<file path="config.mk">
export PLATFORM = sky130hd
export DESIGN_NAME = mult_operand_sequencer_flat
export DESIGN_NICKNAME = d
export VERILOG_FILES = /design/src/rtl/mult_operand_sequencer_if.sv /design/src/rtl/mult_operand_sequencer.sv /design/src/flat_wrapper.sv
export SDC_FILE = /design/constraint.sdc
export NUM_CORES = 1
export LEC_CHECK = 0
export CORE_MARGIN = 2
export CORE_UTILIZATION = 48
export CTS_CLUSTER_SIZE = 40
export DETAILED_ROUTE_END_ITERATION = 12
export PLACE_DENSITY = 0.8
export SKIP_CTS_REPAIR_TIMING = 1
export SYNTH_ARGS = -nofsm -noshare
export SYNTH_HDL_FRONTEND = slang
export SYNTH_SLANG_ARGS = --single-unit
</file>
<file path="constraint.sdc">
create_clock -name clk -period 2.4 [get_ports clk]
set_clock_uncertainty 0.2 [all_clocks]
set_input_delay 0.72 -clock clk [delete_from_list [all_inputs] [get_ports clk]]
set_output_delay 0.72 -clock clk [all_outputs]
set_load 0.02 [all_outputs]
</file>
<file path="src/rtl/mult_operand_sequencer_if.sv">
// ---------------------------------------------------------------------------
// mult_operand_sequencer_if
// Bundles the signals around the operand sequencer: the operand-pair
// handshake, the operand bus and strobes to the repeated-addition
// datapath, the datapath feedback, and the result handshake.
//   slave  : sequencer view (drives op_ready, bus/strobes, res_*, busy)
//   master : environment view (drives operands, eqz, product_in, res_ready)
// ---------------------------------------------------------------------------
interface mult_operand_sequencer_if #(
  parameter int W = 15
);
  logic [W-1:0] op_a;
  logic [W-1:0] op_b;
  logic         op_valid;
  logic         op_ready;
  logic [W-1:0] bus_out;
  logic         ld_a;
  logic         ld_b;
  logic         clr_p;
  logic         eqz;
  logic [W-1:0] product_in;
  logic [W-1:0] res_data;
  logic         res_err;
  logic         res_valid;
  logic         res_ready;
  logic         busy;

  modport slave (
    input  op_a, op_b, op_valid, eqz, product_in, res_ready,
    output op_ready, bus_out, ld_a, ld_b, clr_p, res_data, res_err, res_valid, busy
  );

  modport master (
    output op_a, op_b, op_valid, eqz, product_in, res_ready,
    input  op_ready, bus_out, ld_a, ld_b, clr_p, res_data, res_err, res_valid, busy
  );
endinterface

</file>
<file path="src/rtl/mult_operand_sequencer.sv">
// ---------------------------------------------------------------------------
// mult_operand_sequencer
// Feeds operand pairs to a repeated-addition multiplier datapath
// (regA/regB/regP + adder) over one shared operand bus: A is loaded first,
// then B together with a clear of P. The sequencer then waits for the
// datapath's eqz flag (regB reached zero) and captures P as the product,
// or flags a timeout if eqz never arrives within MAX_CYCLES RUN cycles.
//
// Ports
//   clk, rst : clock (rising edge) and synchronous active-high reset
//   sif      : slave view of mult_operand_sequencer_if
//              op_a/op_b/op_valid/op_ready  operand-pair handshake
//              bus_out/ld_a/ld_b/clr_p      operand bus and strobes
//              eqz/product_in               datapath feedback
//              res_data/res_err/res_valid/res_ready  result handshake
//              busy                         high outside IDLE
//
// Every output is a flop loaded from the next-state decode, so no input
// reaches an output combinationally.
// ---------------------------------------------------------------------------
module mult_operand_sequencer #(
  parameter int W          = 15,
  parameter int MAX_CYCLES = 40000,
  parameter int CNT_W      = 16
) (
  input logic                    clk,
  input logic                    rst,
  mult_operand_sequencer_if.slave sif
);

  localparam logic [2:0] IDLE   = 3'd0;
  localparam logic [2:0] LOAD_A = 3'd1;
  localparam logic [2:0] LOAD_B = 3'd2;
  localparam logic [2:0] RUN    = 3'd3;
  localparam logic [2:0] RESULT = 3'd4;

  localparam logic [CNT_W-1:0] CNT_LAST = CNT_W'(MAX_CYCLES - 1);

  logic [2:0]       state_reg,    state_next;
  logic [W-1:0]     a_reg,        a_next;
  logic [W-1:0]     b_reg,        b_next;
  logic [CNT_W-1:0] cnt_reg,      cnt_next;
  logic [W-1:0]     res_data_reg, res_data_next;
  logic             res_err_reg,  res_err_next;

  // Registered outputs, decoded from the state being entered
  logic [W-1:0]     bus_out_reg,  bus_out_next;
  logic             ld_a_reg;
  logic             ld_b_reg;
  logic             clr_p_reg;
  logic             res_valid_reg;
  logic             op_ready_reg;
  logic             busy_reg;

  always_comb begin
    state_next    = state_reg;
    a_next        = a_reg;
    b_next        = b_reg;
    cnt_next      = cnt_reg;
    res_data_next = res_data_reg;
    res_err_next  = res_err_reg;

    case (state_reg)
      IDLE: begin
        // op_ready_reg rather than the state alone, so that the cycle right
        // after reset (op_ready still 0) cannot accept a pair.
        if (sif.op_valid && op_ready_reg) begin
          a_next     = sif.op_a;
          b_next     = sif.op_b;
          state_next = LOAD_A;
        end
      end
      LOAD_A: begin
        state_next = LOAD_B;
      end
      LOAD_B: begin
        if (b_reg == '0) begin
          // Zero multiplier: product is 0 without running the datapath.
          res_data_next = '0;
          res_err_next  = 1'b0;
          state_next    = RESULT;
        end else begin
          cnt_next   = '0;
          state_next = RUN;
        end
      end
      RUN: begin
        cnt_next = cnt_reg + 1'b1;
        // cnt_reg == 0 marks the first RUN cycle, where eqz still reflects
        // regB from before the load settled and must be ignored.
        if (sif.eqz && (cnt_reg != '0)) begin
          res_data_next = sif.product_in;
          res_err_next  = 1'b0;
          state_next    = RESULT;
        end else if (cnt_reg == CNT_LAST) begin
          res_data_next = sif.product_in;
          res_err_next  = 1'b1;
          state_next    = RESULT;
        end
      end
      RESULT: begin
        if (res_valid_reg && sif.res_ready) begin
          state_next = IDLE;
        end
      end
      default: begin
        state_next = IDLE;
      end
    endcase
  end

  always_comb begin
    bus_out_next = '0;
    if (state_next == LOAD_A) begin
      bus_out_next = a_next;
    end else if (state_next == LOAD_B) begin
      bus_out_next = b_next;
    end
  end

  always_ff @(posedge clk) begin
    if (rst) begin
      state_reg     <= IDLE;
      a_reg         <= '0;
      b_reg         <= '0;
      cnt_reg       <= '0;
      res_data_reg  <= '0;
      res_err_reg   <= 1'b0;
      bus_out_reg   <= '0;
      ld_a_reg      <= 1'b0;
      ld_b_reg      <= 1'b0;
      clr_p_reg     <= 1'b0;
      res_valid_reg <= 1'b0;
      op_ready_reg  <= 1'b0;
      busy_reg      <= 1'b0;
    end else begin
      state_reg     <= state_next;
      a_reg         <= a_next;
      b_reg         <= b_next;
      cnt_reg       <= cnt_next;
      res_data_reg  <= res_data_next;
      res_err_reg   <= res_err_next;
      bus_out_reg   <= bus_out_next;
      ld_a_reg      <= (state_next == LOAD_A);
      ld_b_reg      <= (state_next == LOAD_B);
      clr_p_reg     <= (state_next == LOAD_B);
      res_valid_reg <= (state_next == RESULT);
      op_ready_reg  <= (state_next == IDLE);
      busy_reg      <= (state_next != IDLE);
    end
  end

  assign sif.op_ready  = op_ready_reg;
  assign sif.bus_out   = bus_out_reg;
  assign sif.ld_a      = ld_a_reg;
  assign sif.ld_b      = ld_b_reg;
  assign sif.clr_p     = clr_p_reg;
  assign sif.res_data  = res_data_reg;
  assign sif.res_err   = res_err_reg;
  assign sif.res_valid = res_valid_reg;
  assign sif.busy      = busy_reg;

endmodule

</file>
<file path="src/flat_wrapper.sv">
// flat-port wrapper written by rule: the top's interface ports become plain ports
module mult_operand_sequencer_flat 
#(
  parameter int W          = 15,
  parameter int MAX_CYCLES = 40000,
  parameter int CNT_W      = 16
)
  (clk, rst, sif_op_a, sif_op_b, sif_op_valid, sif_eqz, sif_product_in, sif_res_ready, sif_op_ready, sif_bus_out, sif_ld_a, sif_ld_b, sif_clr_p, sif_res_data, sif_res_err, sif_res_valid, sif_busy);
  mult_operand_sequencer_if #(.W(W)) sif_i ();
  input logic clk;
  input logic rst;
  input wire logic [$bits(sif_i.op_a)-1:0] sif_op_a;
  input wire logic [$bits(sif_i.op_b)-1:0] sif_op_b;
  input wire logic [$bits(sif_i.op_valid)-1:0] sif_op_valid;
  input wire logic [$bits(sif_i.eqz)-1:0] sif_eqz;
  input wire logic [$bits(sif_i.product_in)-1:0] sif_product_in;
  input wire logic [$bits(sif_i.res_ready)-1:0] sif_res_ready;
  output wire logic [$bits(sif_i.op_ready)-1:0] sif_op_ready;
  output wire logic [$bits(sif_i.bus_out)-1:0] sif_bus_out;
  output wire logic [$bits(sif_i.ld_a)-1:0] sif_ld_a;
  output wire logic [$bits(sif_i.ld_b)-1:0] sif_ld_b;
  output wire logic [$bits(sif_i.clr_p)-1:0] sif_clr_p;
  output wire logic [$bits(sif_i.res_data)-1:0] sif_res_data;
  output wire logic [$bits(sif_i.res_err)-1:0] sif_res_err;
  output wire logic [$bits(sif_i.res_valid)-1:0] sif_res_valid;
  output wire logic [$bits(sif_i.busy)-1:0] sif_busy;
  assign sif_i.op_a = sif_op_a;
  assign sif_i.op_b = sif_op_b;
  assign sif_i.op_valid = sif_op_valid;
  assign sif_i.eqz = sif_eqz;
  assign sif_i.product_in = sif_product_in;
  assign sif_i.res_ready = sif_res_ready;
  assign sif_op_ready = sif_i.op_ready;
  assign sif_bus_out = sif_i.bus_out;
  assign sif_ld_a = sif_i.ld_a;
  assign sif_ld_b = sif_i.ld_b;
  assign sif_clr_p = sif_i.clr_p;
  assign sif_res_data = sif_i.res_data;
  assign sif_res_err = sif_i.res_err;
  assign sif_res_valid = sif_i.res_valid;
  assign sif_busy = sif_i.busy;
  mult_operand_sequencer #(.W(W), .MAX_CYCLES(MAX_CYCLES), .CNT_W(CNT_W)) u_core (.clk(clk), .rst(rst), .sif(sif_i));
endmodule
</file>
; Word-level counts from Yosys, hierarchy flattened
; Index checks and enable logic that the tools add are counted.
[totals]
elab_cells = 57
input_bits = 50
ff_bits = 85
[classes]
n_mux = 22
add_sub_neg = 1
reduce_logical = 11
n_eq_ne = 11
[op_table]
columns = operator, n
row1 = $mux W15, 9
row2 = $pmux W16 S2, 1
row3 = $pmux W15 S2, 1
row4 = $add A16 B1 Y16 const B, 1
row5 = $eq A16 B16 Y1 const B, 1
row6 = $mux W16, 1
row7 = $reduce_bool A16 Y1, 1
row8 = $logic_not A15 Y1, 1
row9 = $mux W3, 5
row10 = $pmux W3 S5, 1
row11 = $eq A3 B2 Y1 const B, 3
row12 = $eq A3 B1 Y1 const B, 2
row13 = $eq A3 B3 Y1 const B, 2
row14 = $logic_not A3 Y1, 2
row15 = $logic_and A1 B1 Y1, 3
row16 = $mux W1, 3
row17 = $ne A3 B1 Y1 const B, 1
row18 = $reduce_and A3 Y1, 1
row19 = $reduce_bool A3 Y1, 1
row20 = $ne A2 B1 Y1 const B, 1
row21 = $ne A2 B2 Y1 const B, 1
row22 = $pmux W1 S2, 1
row23 = $reduce_and A2 Y1, 1
row24 = $reduce_bool A2 Y1, 1

; Longest topological paths before layout
[logic_depth]
depth_word = 7
mapped_depth = 9
ltp_nobuf = 7

; Least setup slack after synthesis
; No wires, ideal clock.
[synth_path]
kind = input to register
from = input port sif_op_valid
to = register u_core.bus_out_reg[10] (netlist: u_core.sif.bus_out[10])
n_path_buf = 2
setup_ns = 0.117
path_slack_ns = 0.281
arrival_time_ns = 1.802
path_stages = 7
cell_sequence = nand4bb_1 > or2_2 > clkbuf_1 > buf_2 > nand2_1 > a21oi_1 > a22o_1
[synth_via]
elab_chain_cells = 6
[synth_lines]
columns = element, line
row1 = from (decl), flat_wrapper.sv:14  ; input wire logic [$bits(sif_i.op_valid)-1:0] sif_op_valid;
row2 = $logic_and A1 B1 Y1 *, mult_operand_sequencer.sv:67  ; if (sif.op_valid && op_ready_reg) begin
row3 = $mux W3, mult_operand_sequencer.sv:67
row4 = $pmux W3 S5, mult_operand_sequencer.sv:63  ; case (state_reg)
row5 = $eq A3 B2 Y1, mult_operand_sequencer.sv:116  ; end else if (state_next == LOAD_B) begin
row6 = $mux W15, mult_operand_sequencer.sv:116
row7 = $mux W15 *, mult_operand_sequencer.sv:114  ; if (state_next == LOAD_A) begin
row8 = to (signal assigned), mult_operand_sequencer.sv:143  ; bus_out_reg <= bus_out_next;
row9 = to (decl), mult_operand_sequencer.sv:47  ; logic [W-1:0] bus_out_reg, bus_out_next;
; Every way passes the cells marked *; elsewhere a longest branch is shown, timed or not.
; A chain may end at the register's enable or synchronous reset.

; Worst setup path after layout
[layout_path]
from = register u_core.cnt_reg[0]
to = register u_core.res_data_reg[2] (netlist: u_core.sif.res_data[2])
[layout_via]
elab_chain_cells = 4
[layout_lines]
columns = element, line
row1 = from (decl), mult_operand_sequencer.sv:42  ; logic [CNT_W-1:0] cnt_reg, cnt_next;
row2 = from (signal assigned), mult_operand_sequencer.sv:140  ; cnt_reg <= cnt_next;
row3 = $reduce_bool A16 Y1, mult_operand_sequencer.sv:91  ; if (sif.eqz && (cnt_reg != '0)) begin
row4 = $logic_and A1 B1 Y1, mult_operand_sequencer.sv:91
row5 = $ne A3 B1 Y1 (no source line) / $mux W15 (equally long branches), n/a
row6 = $reduce_and A3 Y1 (no source line) / $pmux W15 S2 (equally long branches), n/a
row7 = to (signal assigned), mult_operand_sequencer.sv:141  ; res_data_reg <= res_data_next;
row8 = to (decl), mult_operand_sequencer.sv:43  ; logic [W-1:0] res_data_reg, res_data_next;
; Parallel ways exist; a longest one is shown, timed or not.

==> flow_summary.json <==
{
  "num-fill-cells": 504,
  "mostFrequentLayoutCells": "clkdlybuf4s50_1 (86), dfxtp_1 (85), nand2_1 (66)",
  "syn2layout_area_growth_pct": 36.7,
  "grt_start_max_net_pins": 40,
  "globalRouteOverflowTotal": 0,
  "dieArea_mm2": 0.00732,
  "cts_h_tree_lvls": 3,
  "yosys-top-cells-area": "dfxtp_1 (53%), a22o_1 (8.2%), nand2_1 (7.8%)",
  "per_instance_average_area_after_synthesis_um2": 9.25,
  "top_level_ports": 87,
  "violation_count_after_the_first_detailed_routing_iteration": 90,
  "synth.lib_cells_used.distinct": 41,
  "tritoncts": "yes",
  "clock_path_buffers": 2,
  "placement.setup.worst_slack_ns": -0.256,
  "die-width_um": 85.5,
  "place_area_mm2": 0.00416,
  "antenna_left": 0,
  "critical_path.top_delay_family": "compound AO/OA/AOI/OAI gates",
  "vias_per_cell": 5.40,
  "cts.sink_count": 85,
  "drcViolationCount": 0,
  "synth_nets": 397,
  "max_stage_delay_ns": 0.33,
  "clock_tree.root_cell": "clkbuf_8",
  "criticalPathCategory": "flop to flop",
  "totalPowerFinal_mw": 3.14,
  "leakagePower_nw": 1.61,
  "crit_arrival_ns": 2.29,
  "n_antenna_cell": 0,
  "fin_hold_ws_ns": 0.269,
  "hold_violations": 0,
  "clock_transition_at_the_registers_of_the_reported_paths_ns": 0.08,
  "port-buffer-count": 86,
  "layout.cells.most_common": "clkdlybuf4s50_1",
  "initial_utilization": 0.500,
  "clock_insertion_delay_worst_skew_ns": 0.35,
  "post_synth_inst_count": 345,
  "total_cts_buffers": 9,
  "sequential_element_share_of_the_synthesized_area": 0.533,
  "maxSlewHeadroom": 0.212,
  "grt_first_pass_wirelength_um": 12200,
  "mappedNetlistArea_mm2": 0.00319,
  "routed_wirelength_um": 7570,
  "p_per_area_mw_per_mm2": 719,
  "grtUsageTotal": 0.209,
  "max-vdd-ir-drop_v": 0.000593,
  "die_height_um": 85.5,
  "nNetsFinal": 483,
  "setup_slack_ns": 0.147,
  "cp_num_buf_inv": 2,
  "holdCritPathClass": "flop to flop",
  "firstDrtPassIters": 4,
  "synth_top_cell_by_area": "dfxtp_1",
  "max_slew.worst_pin.slew_ns": 1.18,
  "stdcell_area_mm2": 0.00436,
  "cp_cell_sequence": "inv_1 > ha_1 > nor4b_2 > a41oi_1 > a41o_2 > and3_1 > buf_12 > a22o_1",
  "drv.max_cap_violation_count": 0,
  "finalWeightedCongestion": 0.810,
  "final-max-slew-violation-count": 0,
  "grt_setup_unrepaired": "false",
  "period_minus_slack_ns": 2.25,
  "synth_warnings": 0,
  "timing.critical_path.to_type": "flop",
  "hpwlAfterDp_um": 5170,
  "crit_path_start_kind": "flop",
  "largest_fanout_on_the_critical_path": 15,
  "route.vias.total": 2769,
  "final_layout_size_suffix_gt1_frac": 0.0803,
  "synth.top_cell.area_share": 0.533,
  "worst_ep_required_time_ns": 2.44,
  "core.rowCount": 29,
  "post_drt_wl_per_cell_um": 14.7,
  "result_of_the_run": "finished, final reports clean",
  "cell_with_the_largest_stage_delay_on_the_worst_path": "dfxtp_1",
  "number_of_failing_setup_endpoints_in_the_final_timing_report": 0,
  "final_min_period_over_clock_period": 0.939,
  "core_area_mm2": 0.00639,
  "largest_register_ff_count": 16,
  "first_global_vias": 2637,
  "max_clock_freq_mhz": 444,
  "number_of_antenna_violations_at_the_first_check_in_global_routing": 0,
  "synth.ff_latch_count": 85
}
Yosys cell counts:
cell / number
nor4b_2: 1
xnor2_1: 1
buf_2: 8
nand4_1: 2
ha_1: 2
nor3_1: 5
xor2_1: 11
buf_6: 2
nand4bb_1: 1
o2bb2ai_1: 1
a21oi_1: 37
inv_1: 7
a41oi_1: 1
or3_1: 2
a311o_1: 1
a21oi_2: 1
o21ai_0: 4
a22o_1: 30
nand3_1: 2
clkbuf_1: 11
nor2b_1: 1
nor3b_1: 1
dfxtp_1: 85
mux2i_1: 1
buf_4: 2
o31ai_1: 2
nand2_1: 66
nor2_1: 21
or2_2: 1
nor4_1: 7
and3_1: 7
nand2b_1: 2
buf_1: 1
a41o_2: 1
o2111ai_1: 6
o211ai_1: 6
a22oi_1: 1
nor4_2: 1
a21o_1: 1
and2_1: 1
nor2_2: 1
final timing paths:
path,from,end,slack (ns),cells after the start
setup / recovery,u_core.cnt_reg[0]$_SDFFE_PP0P_,u_core.sif.res_data[2]$_SDFFE_PP0P_,0.15,8
hold / removal,u_core.a_reg[2]$_SDFF_PP0_,u_core.a_reg[2]$_SDFF_PP0_,0.27,2
setup reg to reg,u_core.cnt_reg[0]$_SDFFE_PP0P_,u_core.sif.res_data[2]$_SDFFE_PP0P_,0.15,8
hold reg to reg,u_core.a_reg[2]$_SDFF_PP0_,u_core.a_reg[2]$_SDFF_PP0_,0.27,2
layer usage:
metal / part of all wire / GRT usage
met5: 0 / 0
met1: 0.44 / 0.269
met4: 0.016 / 0.0981
met2: 0.49 / 0.343
met3: 0.054 / 0.0346
kinds of logic (layout without fill, tap and decap cells):
group,Yosys count,count (layout),synth area share
AO/OA/AOI/OAI,92,92,0.201
XOR/XNOR,12,12,0.0329
adder cells (fa/ha/maj),2,2,0.00784
buffers and inverters,31,122,0.0466
flip-flops,85,85,0.533
multiplexers,1,1,0.00314
AND/OR/NAND/NOR,122,122,0.175
power breakdown:
group	switching (mW)	internal, mW	total [mW]
Clock	0.519	0.465	0.984
Combinational	0.353	0.264	0.617
Sequential	0.0416	1.49	1.54
Total	0.913	2.22	3.14
area by class of cell:
cell class,instances,area [um^2],area share
Sequential cell,85,1700,0.390
Multi-Input combinational cell,229,1350,0.309
Timing Repair Buffer,99,996,0.228
Clock buffer,12,165,0.0378
Tap cell,77,96.3,0.0221
Clock inverter,4,30.0,0.00688
Inverter,7,26.3,0.00602
through the flow:
stage / utilization / TNS, ns / cells
finish: 0.683 / 0 / 513
global placement: 0.652 / -3.97 / 497
CTS: 0.682 / -0.0689 / 513
floorplan: - / 0 / 345
detailed placement: 0.652 / -5.29 / 497
global route: 0.683 / 0 / 513
worst min-delay path: cells and delay by family, from the launching register on:
family          cells  cell delay, ns
flops               1            0.31
simple gates        1            0.05
compound gates      1            0.07
(Power assumes the default switching activity.)
